### config.mk
export PLATFORM = sky130hd
export DESIGN_NAME = watch_disp_mux
export DESIGN_NICKNAME = d
export VERILOG_FILES = /design/src/rtl/watch_disp_mux.sv
export SDC_FILE = /design/constraint.sdc
export NUM_CORES = 1
export LEC_CHECK = 0
export CORE_MARGIN = 4
export CORE_UTILIZATION = 30
export CTS_CLUSTER_DIAMETER = 50
export CTS_CLUSTER_SIZE = 20
export DETAILED_ROUTE_END_ITERATION = 10
export PLACE_DENSITY = 0.59
export SYNTH_ARGS = -nofsm -noshare
export SYNTH_HDL_FRONTEND = slang
export SYNTH_SLANG_ARGS = --single-unit
### constraint.sdc
create_clock -name clk_i -period 2.5 [get_ports clk_i]
set_input_delay 0.5 -clock clk_i [delete_from_list [all_inputs] [get_ports clk_i]]
set_output_delay 0.5 -clock clk_i [all_outputs]
set_load 0.05 [all_outputs]
### src/rtl/watch_disp_mux.sv
// watch_disp_mux: time-multiplexes four 7-segment digit patterns onto one
// shared segment bus with one-hot digit enables for a common-cathode module.
// Each digit slot begins with a short blank gap that suppresses ghosting.
// All four digits are latched together at every frame start, which prevents
// tearing. An optional blank suppresses a leading hours zero, and the colon
// blinks at 1 Hz.
module watch_disp_mux #(
    parameter int CLK_HZ       = 32768,
    parameter int SCAN_DIV     = 64,
    parameter int BLANK_CYCLES = 4
) (
    input  logic       clk_i,
    input  logic       rstn_i,
    input  logic [6:0] segment_hxxx_i,
    input  logic [6:0] segment_xhxx_i,
    input  logic [6:0] segment_xxmx_i,
    input  logic [6:0] segment_xxxm_i,
    input  logic       en_i,
    input  logic       lzb_i,
    output logic [6:0] seg_o,
    output logic [3:0] dig_o,
    output logic       colon_o
);

    localparam int PW = (SCAN_DIV > 2) ? $clog2(SCAN_DIV) : 1;
    localparam int CW = (CLK_HZ > 2) ? $clog2(CLK_HZ) : 1;

    localparam logic [PW-1:0] P_LAST  = PW'(SCAN_DIV - 1);
    localparam logic [PW-1:0] P_BLANK = PW'(BLANK_CYCLES);
    localparam logic [CW-1:0] C_LAST  = CW'(CLK_HZ - 1);
    localparam logic [CW-1:0] C_HALF  = CW'(CLK_HZ / 2);
    localparam logic [6:0]    SEG_ZERO = 7'b0111111;

    typedef enum logic [1:0] {
        IDLE  = 2'd0,
        BLANK = 2'd1,
        SHOW  = 2'd2
    } state_t;

    state_t        state_q, state_d;
    logic [PW-1:0] p_q, p_d;
    logic [1:0]    d_q, d_d;
    logic [CW-1:0] c_q, c_d;
    logic [6:0]    snap_q [4];
    logic [6:0]    snap_d [4];
    logic          lzb_q, lzb_d;
    logic [6:0]    seg_q, seg_d;
    logic [3:0]    dig_q, dig_d;
    logic          colon_q, colon_d;

    // Next-state for slot/digit/colon counters, frame snapshot and the
    // output values that correspond to the counters registered this edge.
    always_comb begin
        state_d = state_q;
        p_d     = p_q;
        d_d     = d_q;
        c_d     = c_q;
        snap_d  = snap_q;
        lzb_d   = lzb_q;
        seg_d   = '0;
        dig_d   = '0;
        colon_d = 1'b0;

        if (!en_i) begin
            state_d = IDLE;
            p_d     = '0;
            d_d     = 2'd3;
            c_d     = '0;
        end else begin
            if (state_q == IDLE) begin
                // First enabled edge: counters start from the frame origin.
                p_d = '0;
                d_d = 2'd3;
                c_d = '0;
            end else begin
                if (p_q == P_LAST) begin
                    p_d = '0;
                    d_d = d_q - 2'd1;   // 0 wraps naturally to 3
                end else begin
                    p_d = p_q + 1'b1;
                end
                c_d = (c_q == C_LAST) ? '0 : c_q + 1'b1;
            end

            // Frame start: latch all digits and the blank flag together.
            if ((p_d == '0) && (d_d == 2'd3)) begin
                snap_d[3] = segment_hxxx_i;
                snap_d[2] = segment_xhxx_i;
                snap_d[1] = segment_xxmx_i;
                snap_d[0] = segment_xxxm_i;
                lzb_d     = lzb_i;
            end

            state_d = (p_d < P_BLANK) ? BLANK : SHOW;
            colon_d = (c_d < C_HALF);

            // A leading hours zero keeps the whole d=3 slot dark.
            if ((state_d == SHOW) &&
                !((d_d == 2'd3) && lzb_d && (snap_d[3] == SEG_ZERO))) begin
                dig_d = 4'b0001 << d_d;
                seg_d = snap_d[d_d];
            end
        end
    end

    // State register: synchronous active-low reset, otherwise load next state.
    always_ff @(posedge clk_i) begin
        if (!rstn_i) begin
            state_q <= IDLE;
            p_q     <= '0;
            d_q     <= 2'd3;
            c_q     <= '0;
            for (int i = 0; i < 4; i++) begin
                snap_q[i] <= '0;
            end
            lzb_q   <= 1'b0;
            seg_q   <= '0;
            dig_q   <= '0;
            colon_q <= 1'b0;
        end else begin
            state_q <= state_d;
            p_q     <= p_d;
            d_q     <= d_d;
            c_q     <= c_d;
            snap_q  <= snap_d;
            lzb_q   <= lzb_d;
            seg_q   <= seg_d;
            dig_q   <= dig_d;
            colon_q <= colon_d;
        end
    end

    assign seg_o   = seg_q;
    assign dig_o   = dig_q;
    assign colon_o = colon_q;

endmodule

== Yosys cells after proc, flatten, opt, wreduce, memory -nomap -nowiden ==
Cells that the tools add are included.

* Flip-flop bits (word level): 66

* Add/subtract/negate cells: 3
* Magnitude comparators: 3
* Reductions and logical operators: 9
* Shift-type cells: 1
* Eq/ne operators: 5
* Mux-type cells: 17
* Bitwise gates (word level): 1

{| class="wikitable"
|+ Operator list
! cell !! number
|-
| $mux W28 || 2
|-
| $mux W15 || 3
|-
| $mux W6 || 3
|-
| $add A15 B1 Y15 const B || 1
|-
| $eq A15 B15 Y1 const B || 1
|-
| $lt A15 B15 Y1 const B || 1
|-
| $bmux W7 S2 || 1
|-
| $mux W7 || 2
|-
| $mux W2 || 4
|-
| $eq A7 B6 Y1 const B || 1
|-
| $add A6 B1 Y6 const B || 1
|-
| $eq A6 B6 Y1 const B || 1
|-
| $logic_not A6 Y1 || 1
|-
| $lt A6 B3 Y1 const B || 1
|-
| $eq A2 B2 Y1 const B || 2
|-
| $logic_and A1 B1 Y1 || 4
|-
| $shl A1 B2 Y4 const A || 1
|-
| $ge A3 B3 Y1 const B || 1
|-
| $not A2 Y3 || 1
|-
| $reduce_and A3 Y1 || 1
|-
| $logic_not A2 Y1 || 1
|-
| $mux W1 || 2
|-
| $reduce_and A2 Y1 || 1
|-
| $sub A2 B1 Y2 const B || 1
|-
| $logic_not A1 Y1 || 1
|}

== Depth between registers and ports, before layout ==
Gate-level depths: netlist of run 1.

* Depth in word-level cells: 13
* Mapped depth: 10
* Depth with buffers taken out: 6

== Least setup slack after synthesis of run 1 ==
OpenSTA, ideal clock, no wires.

* Path kind: register -> register
* Start point: register p_q[0]
* End point: register seg_q[5] (netlist: seg_o[5])
* Stages on the path, launching flop included: 10
* Clock period less this slack: 2198 ps
* Data required time: 2424 ps
* Data arrival time: 2122 ps
* Library setup time: 76 ps
* Path slack: 302 ps
* Cells stage by stage: dfxtp_1 -> ha_1 -> buf_2 -> a21o_1 -> a21o_1 -> o22a_2 -> buf_6 -> or4_4 -> buf_6 -> o22ai_1

* Word-level cells in the longest chain between the ends: 13

{| class="wikitable"
|+ Ends and longest elaborated chain
! item !! RTL line !! source
|-
| start: declaration || 41 || <nowiki>logic [PW-1:0] p_q, p_d;</nowiki>
|-
| start signal: assignment || 122 || <nowiki>p_q <= p_d;</nowiki>
|-
| $add A6 B1 Y6 or $eq A6 B6 Y1 (tied branches) || 80, 76 ||
|-
| $mux W6 or $mux W2 (tied branches) || 76 || <nowiki>if (p_q == P_LAST) begin</nowiki>
|-
| $mux W6 or $mux W2 (tied branches) || 70 || <nowiki>if (state_q == IDLE) begin</nowiki>
|-
| $mux W6 or $mux W2 (tied branches) || 64 || <nowiki>if (!en_i) begin</nowiki>
|-
| $logic_not A6 Y1 or $eq A2 B2 Y1 (tied branches) || 86, 99 ||
|-
| $logic_and A1 B1 Y1 || 86 || <nowiki>if ((p_d == '0) && (d_d == 2'd3)) begin</nowiki>
|-
| $mux W28 or $mux W1 (tied branches) || 86 ||
|-
| $mux W28 or $mux W1 (tied branches) || 64 ||
|-
| $eq A7 B6 Y1 or $logic_and A1 B1 Y1 (tied branches) || 99 || <nowiki>!((d_d == 2'd3) && lzb_d && (snap_d[3] == SEG_ZERO))) begin</nowiki>
|-
| $logic_and A1 B1 Y1 || 99 ||
|-
| $logic_not A1 Y1 || 99 ||
|-
| $logic_and A1 B1 Y1 || 98 || <nowiki>if ((state_d == SHOW) &&</nowiki>
|-
| $reduce_and A3 Y1 (no source line) || - ||
|-
| end signal: assignment || 127 || <nowiki>seg_q <= seg_d;</nowiki>
|-
| end: declaration || 47 || <nowiki>logic [6:0] seg_q, seg_d;</nowiki>
|}

Several ways; a longest one is shown, not always the timed one. The select of a mux whose other input is x is not followed.
A chain may end at the register's enable or synchronous reset.

== Worst setup path in the final report of run 1 ==
* Start point: register p_q[0]
* End point: register snap_q[1] (netlist bit)

* Word-level cells in the longest chain between the ends: 8

{| class="wikitable"
|+ Ends and longest elaborated chain
! item !! RTL line !! source
|-
| $add A6 B1 Y6 or $eq A6 B6 Y1 (tied branches) || 80, 76 ||
|-
| $mux W6 or $mux W2 (tied branches) || 76 ||
|-
| $mux W6 or $mux W2 (tied branches) || 70 ||
|-
| $mux W6 or $mux W2 (tied branches) || 64 ||
|-
| $logic_not A6 Y1 or $eq A2 B2 Y1 (tied branches) || 86 ||
|-
| $logic_and A1 B1 Y1 * || 86 ||
|-
| $mux W28 * || 86 ||
|-
| $mux W28 * || 64 ||
|-
| end signal: assignment || 125 || <nowiki>snap_q <= snap_d;</nowiki>
|-
| end: declaration || 44 || <nowiki>logic [6:0] snap_q [4];</nowiki>
|}

Every way passes the cells marked *; elsewhere a longest branch is shown, timed or not. The select of a mux whose other input is x is not followed.

==> qor.log, run 1 <==
qor: grt.grt_first_pass_wirelength 10,200 um
qor: route.route.detailed.drc 0
qor: cts.clock_path_buffers 2
qor: layout.fillers 927
qor: floorplanning.floorplan.die.width 106 um
qor: worst_setup_path.setup.worst_path.start_class flip-flop
qor: layout.nets 395
qor: sta.report.final.hold_viol_count 0
qor: yosys.ys_ff_latch 66
qor: worst_setup_path.critical_path.reg2reg.endpoint snap_q[1]$_SDFFE_PN0P_
qor: power.pwr_density_cell 641 nW/um^2
qor: layout.insertedDiodeCount 0
qor: sta.crit_path_time_final 2240 ps
qor: worst_setup_path.rr_startpoint p_q[0]$_SDFF_PN0_
qor: sta.slew_at_the_pin_closest_to_its_max_slew_limit 516 ps
qor: yosys.dominantRegCellSynth sky130_fd_sc_hd__dfxtp_1
qor: cts.cts_made_buffers 9
qor: worst_setup_path.critPathMaxFanout 24
qor: yosys.synth_warnings 0
qor: outcome.status finished clean
qor: placement.hpwlAfterDp 4450 um
qor: yosys.post_synth.cell_area_avg 9.07 um^2
qor: flow_run.maxCapViolations 0
qor: worst_setup_path.ff2ff_setup_slack 260 ps
qor: sta.timing.max_slew.rel_slack 65.5%
qor: sta.timing.final.ws_setup 260 ps
qor: layout.final_layout_size_suffix_gt1_share 9.59%
qor: route.drt_iter0_markers 58
qor: worst_setup_path.reg2reg_depth 7
qor: worst_setup_path.critical_path_class flip-flop to flip-flop
qor: sta.setup_viol_count_final 0
qor: yosys.synth-edff-count 0
qor: sta.fin_worst_hold_slack 460 ps
qor: floorplanning.fp.coreArea 9330 um^2
qor: grt.number_of_global_route_vias_before_repair 2,183
qor: floorplanning.start_util 31.1%
qor: yosys.synthesis.area 2900 um^2
qor: floorplanning.fp-row-count 35
qor: sta.timing.setup.tns 0 ps
qor: cts.post-cts-setup-buffers 0
qor: route.finalWirelength 6120 um
qor: layout.seq_area 1320 um^2
qor: sta.achievable-frequency 0.446 GHz
qor: yosys.share_of_flip_flops_with_an_asynchronous_set_or_reset 0%
qor: cts.numClockSinks 66
qor: grt.total_global_routing_overflow 0
qor: sta.timing.final.max_slew_violations 0
qor: layout.post-route-util 39.3%
qor: yosys.synth.area.top_cells sky130_fd_sc_hd__dfxtp_1, sky130_fd_sc_hd__mux2i_1, sky130_fd_sc_hd__nand2_1, sky130_fd_sc_hd__nor2_1, sky130_fd_sc_hd__xor2_1
qor: placement.dp_worst_setup_slack 227 ps
qor: sta.grt_setup_unrepaired false
qor: yosys.ys_top_cells_by_count sky130_fd_sc_hd__nand2_1, sky130_fd_sc_hd__dfxtp_1, sky130_fd_sc_hd__mux2i_1
qor: grt.antenna_found_initial 0
qor: min_path.hold_path_end snap_q[22]$_SDFFE_PN0P_
qor: floorplanning.overall_die_area 11,300 um^2
qor: worst_setup_path.cp_data_arrival_time 2510 ps
qor: cts.cts_h_tree_depth 3
qor: cts.worst_skew_late_latency 350 ps
qor: power.max-vdd-ir-drop 0.272 mV
qor: grt.grt_usage 11.3%
qor: sta.timing.clock.skew 8.68 ps
qor: cts.holdBufCountCts 0
qor: grt.grt_max_degree 59
qor: route.detail_route.vias_per_cell 4.67
qor: cts.tritoncts done
qor: layout.multi_input_comb_area 1450 um^2
qor: route.post_drt_wl_per_cell 12.4 um
qor: yosys.synth_seq_area_share 45.5%
qor: route.antenna_left 0
qor: worst_setup_path.wp_data_required 2770 ps
qor: placement.dp.cells 479
qor: cts.clk_transition_reported_paths 70 ps
qor: sta.period_share 89.6%
qor: floorplanning.floorplan.io_pins 44
qor: yosys.synth.largest_area_cell sky130_fd_sc_hd__dfxtp_1
qor: yosys.synth_top_cell_area_share 45.5%
qor: min_path.worstHoldStart snap_q[22]$_SDFFE_PN0P_
qor: yosys.syn-instance-count 320
qor: route.drt_pre_antenna_iters 7
qor: placement.port-buffer-count 43
qor: yosys.synth_fp_nets 354
qor: floorplanning.die_h 106 um
qor: cts.cell_at_the_root_of_the_clock_tree sky130_fd_sc_hd__clkbuf_8
qor: placement.globalplace.congestion 0.799
qor: worst_setup_path.setup_crit_end_kind flip-flop
qor: yosys.synth_most_common_cell sky130_fd_sc_hd__nand2_1
qor: route.via_count 2,307
qor: min_path.min-delay-path-class flip-flop to flip-flop
qor: yosys.synth_cell_type_count 41
qor: layout.finalNonFillerCells 494
qor: power.leakage 1.40 nW
qor: min_path.min_path_cells 2
qor: layout.area_growth_syn_to_layout 26.3%
==> worst max path at each step <==
stage | cells past startpoint | to | from | slack [ps]
2_1_floorplan | 9 | seg_o[5]$_SDFF_PN0_ | p_q[0]$_SDFF_PN0_ | 300
3_3_place_gp | 7 | snap_q[20]$_SDFFE_PN0P_ | p_q[0]$_SDFF_PN0_ | 300
3_5_place_dp | 7 | snap_q[26]$_SDFFE_PN0P_ | p_q[0]$_SDFF_PN0_ | 230
4_1_cts | 7 | snap_q[1]$_SDFFE_PN0P_ | p_q[0]$_SDFF_PN0_ | 180
5_1_grt | 7 | snap_q[25]$_SDFFE_PN0P_ | p_q[0]$_SDFF_PN0_ | 80
6_report | 7 | snap_q[1]$_SDFFE_PN0P_ | p_q[0]$_SDFF_PN0_ | 260
==> cell type report <==
type                    instances  area share (%)
repair buffers                 49            13.2
flip-flops and latches         66            36.1
well taps                     129            4.40
multi-input cells             232            39.5
inverters                       3           0.307
clock buffers                   9            3.38
clock inverters                 6            3.14
==> metrics by stage <==
step	total power [mW]	instance area [um^2]
5_1_grt	2.44	3660
6_report	2.35	3660
3_3_place_gp	1.30	3420
3_5_place_dp	1.30	3420
2_1_floorplan	1.22	2900
4_1_cts	2.38	3660
==> cells by family after synthesis <==
group	after synthesis	synth area share (%)
muxes	36	12.4
AOI/OAI and AO/OA	33	8.50
adders and majority gates	2	0.862
xor gates and xnor gates	18	5.43
buffers and inverters	22	4.61
and+or+nand+nor	143	22.6
DFF	66	45.5
==> power breakdown <==
part           switching [mW]  internal [mW]  leakage [nW]  total, mW
Sequential             0.0208           1.08         0.537       1.10
Combinational          0.0762         0.0962         0.744      0.172
Clock                   0.412          0.661         0.116       1.07
==> layer usage <==
| layer | track usage [%] | vias up | share of wire [%] |
|---|---|---|---|
| met4 | 5.55 | 0 | 2.1 |
| met3 | 2.85 | 11 | 5.1 |
| li1 | - | 1179 | - |
| met5 | 0 | - | 0 |
| met1 | 14.8 | 1061 | 48 |
| met2 | 17.4 | 56 | 44 |
==> what timing repair did <==
item / in CTS / in global routing
setup endpoints to repair: 0 / 4
hold endpoints to repair: 0 / 0
resized for setup: 0 / 1
==> cells in the final DEF, fill, tap and decap left out, types with 2 or more instances in the layout <==
cell type,count
sky130_fd_sc_hd__inv_1,3
sky130_fd_sc_hd__nand2_1,68
sky130_fd_sc_hd__xnor2_1,8
sky130_fd_sc_hd__o21a_1,2
sky130_fd_sc_hd__a21o_1,3
sky130_fd_sc_hd__clkdlybuf4s50_1,42
sky130_fd_sc_hd__a221oi_1,7
sky130_fd_sc_hd__and3_2,2
sky130_fd_sc_hd__bufinv_16,3
sky130_fd_sc_hd__or2_2,3
sky130_fd_sc_hd__a31o_2,2
sky130_fd_sc_hd__a31oi_1,2
sky130_fd_sc_hd__nand4_1,6
sky130_fd_sc_hd__nor2_1,33
sky130_fd_sc_hd__buf_4,5
sky130_fd_sc_hd__o22ai_1,8
sky130_fd_sc_hd__and4_1,2
sky130_fd_sc_hd__xor2_1,10
sky130_fd_sc_hd__and3_1,12
sky130_fd_sc_hd__nand3_1,8
sky130_fd_sc_hd__o21ai_0,2
sky130_fd_sc_hd__clkbuf_8,9
sky130_fd_sc_hd__dfxtp_1,66
sky130_fd_sc_hd__mux2i_1,36
==> registers in the layout, indices dropped and copies added, names as in the netlist <==
register,count
colon_o,1
seg_o,7
p_q,6
snap_q,28
c_q,15
dig_o,4
d_q,2
lzb_q,1
state_q,2
==> critical path, stage by stage (launching register included) <==
cell and delay (ps):
sky130_fd_sc_hd__dfxtp_1 450, sky130_fd_sc_hd__ha_2 330, sky130_fd_sc_hd__nor2b_1 240, sky130_fd_sc_hd__a31o_2 210, sky130_fd_sc_hd__a21o_1 230, sky130_fd_sc_hd__and3_2 270, sky130_fd_sc_hd__buf_12 210, sky130_fd_sc_hd__mux2i_1 220
Power figures use the tool's default switching activity.
==> run 2, diff against run 1 <==
- PLACE_DENSITY: 0.59 -> unset
- PLACE_DENSITY_LB_ADDON: unset -> 0.3
==> run 2 against run 1 <==
Against the previous run: sequential share of layout area rose by 0.12 points; hold slack got worse by 1.7 ps; die area unchanged; total power shrank 4.1%; combinational power about the same; critical path depth down 1; non-clock buffer count grew 1; cell count up 0.40%; critical endpoint is now seg_o[0]$_SDFF_PN0_.
==> qor.log, run 2 (same netlist as run 1, synthesis figures left out) <==
qor: sta.timing.setup.tns 0 ps [unchanged]
qor: route.drt_pre_antenna_iters 4 [-3]
qor: route.finalWirelength 6230 um [+1.8%]
qor: flow_run.maxCapViolations 0 [unchanged]
qor: layout.largest_reg_flops 28 [unchanged]
qor: floorplanning.floorplan.io_pins 44 [unchanged]
qor: worst_setup_path.setup_crit_end_kind flip-flop
qor: power.power.internal 1.74 mW [-5.3%]
qor: sta.slew_at_the_pin_closest_to_its_max_slew_limit 534 ps [+18.0 ps]
qor: worst_setup_path.cp_cell_sequence ha_2, a21o_1, a21o_1, o22a_2, or4_4, o22ai_1
qor: placement.port-buffer-count 43 [unchanged]
qor: sta.crit_path_time_final 2220 ps [-20.6 ps]
qor: grt.grt_first_pass_wirelength 10,400 um [+1.8%]
qor: power.power.share.combinational 7.6% [+0.3 points]
qor: route.antenna_left 0 [unchanged]
qor: layout.layout.cells.most_common sky130_fd_sc_hd__nand2_1
qor: power.sequentialPowerShare 49.0% [+2.0 points]
qor: floorplanning.start_util 31.1% [unchanged]
qor: floorplanning.fp.coreArea 9330 um^2 [unchanged]
qor: sta.timing.final.max_slew_violations 0 [unchanged]
qor: worst_setup_path.critical_path.reg2reg.endpoint seg_o[0]$_SDFF_PN0_
qor: cts.worst_skew_late_latency 340 ps [about the same]
qor: cts.numClockSinks 66 [unchanged]
qor: min_path.min-delay-path-class flip-flop to flip-flop
qor: sta.setup_viol_count_final 0 [unchanged]
qor: worst_setup_path.critPathMaxFanout 11 [-54%]
qor: power.design_power_total 2.25 mW [-4.1%]
qor: worst_setup_path.critical_path.most_common_cell sky130_fd_sc_hd__a21o_1
qor: floorplanning.fp-row-count 35 [unchanged]
qor: cts.cts_h_tree_depth 3 [unchanged]
qor: cts.cts_made_buffers 9 [unchanged]
qor: worst_setup_path.critical_path.slowest_cell sky130_fd_sc_hd__or4_4
qor: worst_setup_path.ff2ff_setup_slack 280 ps [+20 ps]
qor: grt.antenna_found_initial 0 [unchanged]
qor: sta.grt_setup_unrepaired false
qor: sta.timing.max_slew.rel_slack 64.4% [-1.1 points]
qor: layout.final_layout_size_suffix_gt1_share 9.81% [+0.22 points]
qor: grt.grt_max_degree 59 [unchanged]
qor: cts.holdBufCountCts 0 [unchanged]
qor: route.detail_route.vias_per_cell 4.59 [-1.8%]
qor: sta.achievable-frequency 0.451 GHz [+0.93%]
qor: route.drt_iter0_markers 124 [+110%]
qor: power.p_switching 0.511 mW [+0.40%]
qor: worst_setup_path.critical_path_class flip-flop to flip-flop
qor: layout.fillers 929 [+0.22%]
qor: worst_setup_path.critical-path-max-stage-delay 610 ps [+160 ps]
qor: layout.nets 396 [+0.25%]
qor: floorplanning.overall_die_area 11,300 um^2 [unchanged]
qor: grt.total_global_routing_overflow 0 [unchanged]
qor: cts.cell_at_the_root_of_the_clock_tree sky130_fd_sc_hd__clkbuf_8
qor: grt.number_of_global_route_vias_before_repair 2,257 [+3.4%]
qor: min_path.hold_path_end snap_q[27]$_SDFFE_PN0P_
qor: floorplanning.die_h 106 um [unchanged]
qor: outcome.status finished clean
qor: cts.clock_path_buffers 2 [unchanged]
qor: min_path.min_path_cells 2 [unchanged]
qor: route.via_count 2,275 [-1.4%]
qor: layout.area_growth_syn_to_layout 25.9%
qor: cts.clk_transition_reported_paths 70 ps [about the same]
qor: layout.insertedDiodeCount 0 [unchanged]
qor: grt.grt_usage 11.5% [+0.20 points]
qor: sta.report.final.hold_viol_count 0 [unchanged]
qor: layout.post-route-util 39.2% [-0.13 points]
qor: sta.period_share 88.8% [-0.82 points]
qor: floorplanning.floorplan.die.width 106 um [unchanged]
qor: layout.top_register snap_q
qor: cts.tritoncts done
qor: route.route.detailed.drc 0 [unchanged]
qor: placement.globalplace.congestion 0.833 [+4.3%]
qor: layout.final_cell_mix sky130_fd_sc_hd__nand2_1, sky130_fd_sc_hd__dfxtp_1, sky130_fd_sc_hd__clkdlybuf4s50_1, sky130_fd_sc_hd__mux2i_1, sky130_fd_sc_hd__nor2_1
qor: power.pwr_density_cell 617 nW/um^2 [-3.8%]
qor: worst_setup_path.reg2reg_depth 6 [-1]
qor: placement.hpwlAfterDp 4480 um [+0.67%]
qor: worst_setup_path.cp_data_arrival_time 2460 ps [-50 ps]
qor: power.max-vdd-ir-drop 0.296 mV [+8.6%]
qor: min_path.worstHoldStart snap_q[27]$_SDFFE_PN0P_
qor: sta.timing.clock.skew 11.7 ps [+3.02 ps]
qor: route.post_drt_wl_per_cell 12.6 um [+1.4%]
qor: power.fraction_of_power_spent_switching_nets 22.7% [+1.0 points]
qor: worst_setup_path.wp_data_required 2740 ps [-30 ps]
qor: worst_setup_path.setup.worst_path.start_class flip-flop
qor: worst_setup_path.rr_startpoint p_q[0]$_SDFF_PN0_
qor: power.leakage 1.39 nW [-0.84%]
qor: power.power_frac_clock 43.4% [-2.3 points]
==> run 2: worst max-delay path by stage <==
| stage | endpoint | cells after the start | start |
|---|---|---|---|
| after detailed placement | seg_o[0]$_SDFF_PN0_ | 6 | p_q[0]$_SDFF_PN0_ |
| final | seg_o[0]$_SDFF_PN0_ | 6 | p_q[0]$_SDFF_PN0_ |
| after floorplan | seg_o[5]$_SDFF_PN0_ | 9 | p_q[0]$_SDFF_PN0_ |
| after global routing | snap_q[0]$_SDFFE_PN0P_ | 7 | p_q[0]$_SDFF_PN0_ |
| after global placement | seg_o[0]$_SDFF_PN0_ | 6 | p_q[0]$_SDFF_PN0_ |
| after CTS | seg_o[0]$_SDFF_PN0_ | 6 | p_q[0]$_SDFF_PN0_ |
==> run 2: critical path, delay by kind of cell (launching register included) <==
family	cells	cell delay (ps)
flops	1	370
simple gates	1	610
compound gates	4	870
fa+ha+maj	1	280
==> run 2: routing by layer <==
metal,global-route usage (%),vias up,wire length [um]
met3,3.64,11,269
met4,4.53,0,146
met5,0,-,0
met2,18.6,51,2890
met1,14.3,1029,2930
li1,-,1184,-
==> run 2: power groups by stage <==
stage	clock network (mW)	logic [mW]	registers, mW
floorplan	0	0.101	1.12
global placement	0	0.172	1.13
detailed placement	0	0.174	1.13
CTS	1.01	0.175	1.10
global route	1.05	0.192	1.11
finish	0.977	0.172	1.10
==> run 2: timing repair <==
| item | CTS | global route |
|---|---|---|
| setup buffers | 0 | 0 |
| gates resized for setup | 0 | 1 |
| setup endpoints to repair | 0 | 6 |
| endpoints found under the hold margin | 0 | 0 |
==> run 2: layout make-up <==
cell class	instances	area, um^2	share of cell area [%]
multi-input cells	232	1450	39.7
well taps	129	161	4.42
repair buffers	50	490	13.4
flip-flops and latches	66	1320	36.2
clock buffers	10	128	3.49
inverters	3	11.3	0.308
clock inverters	6	91.3	2.50
==> run 2: per-stage QoR <==
step	cells	cell area [um^2]	setup slack [ps]	hold WS, ps
4_1_cts	496	3650	209	460
3_5_place_dp	480	3430	225	448
2_1_floorplan	320	2900	302	434
5_1_grt	496	3650	88.7	486
3_3_place_gp	480	3430	263	445
6_report	496	3650	281	459
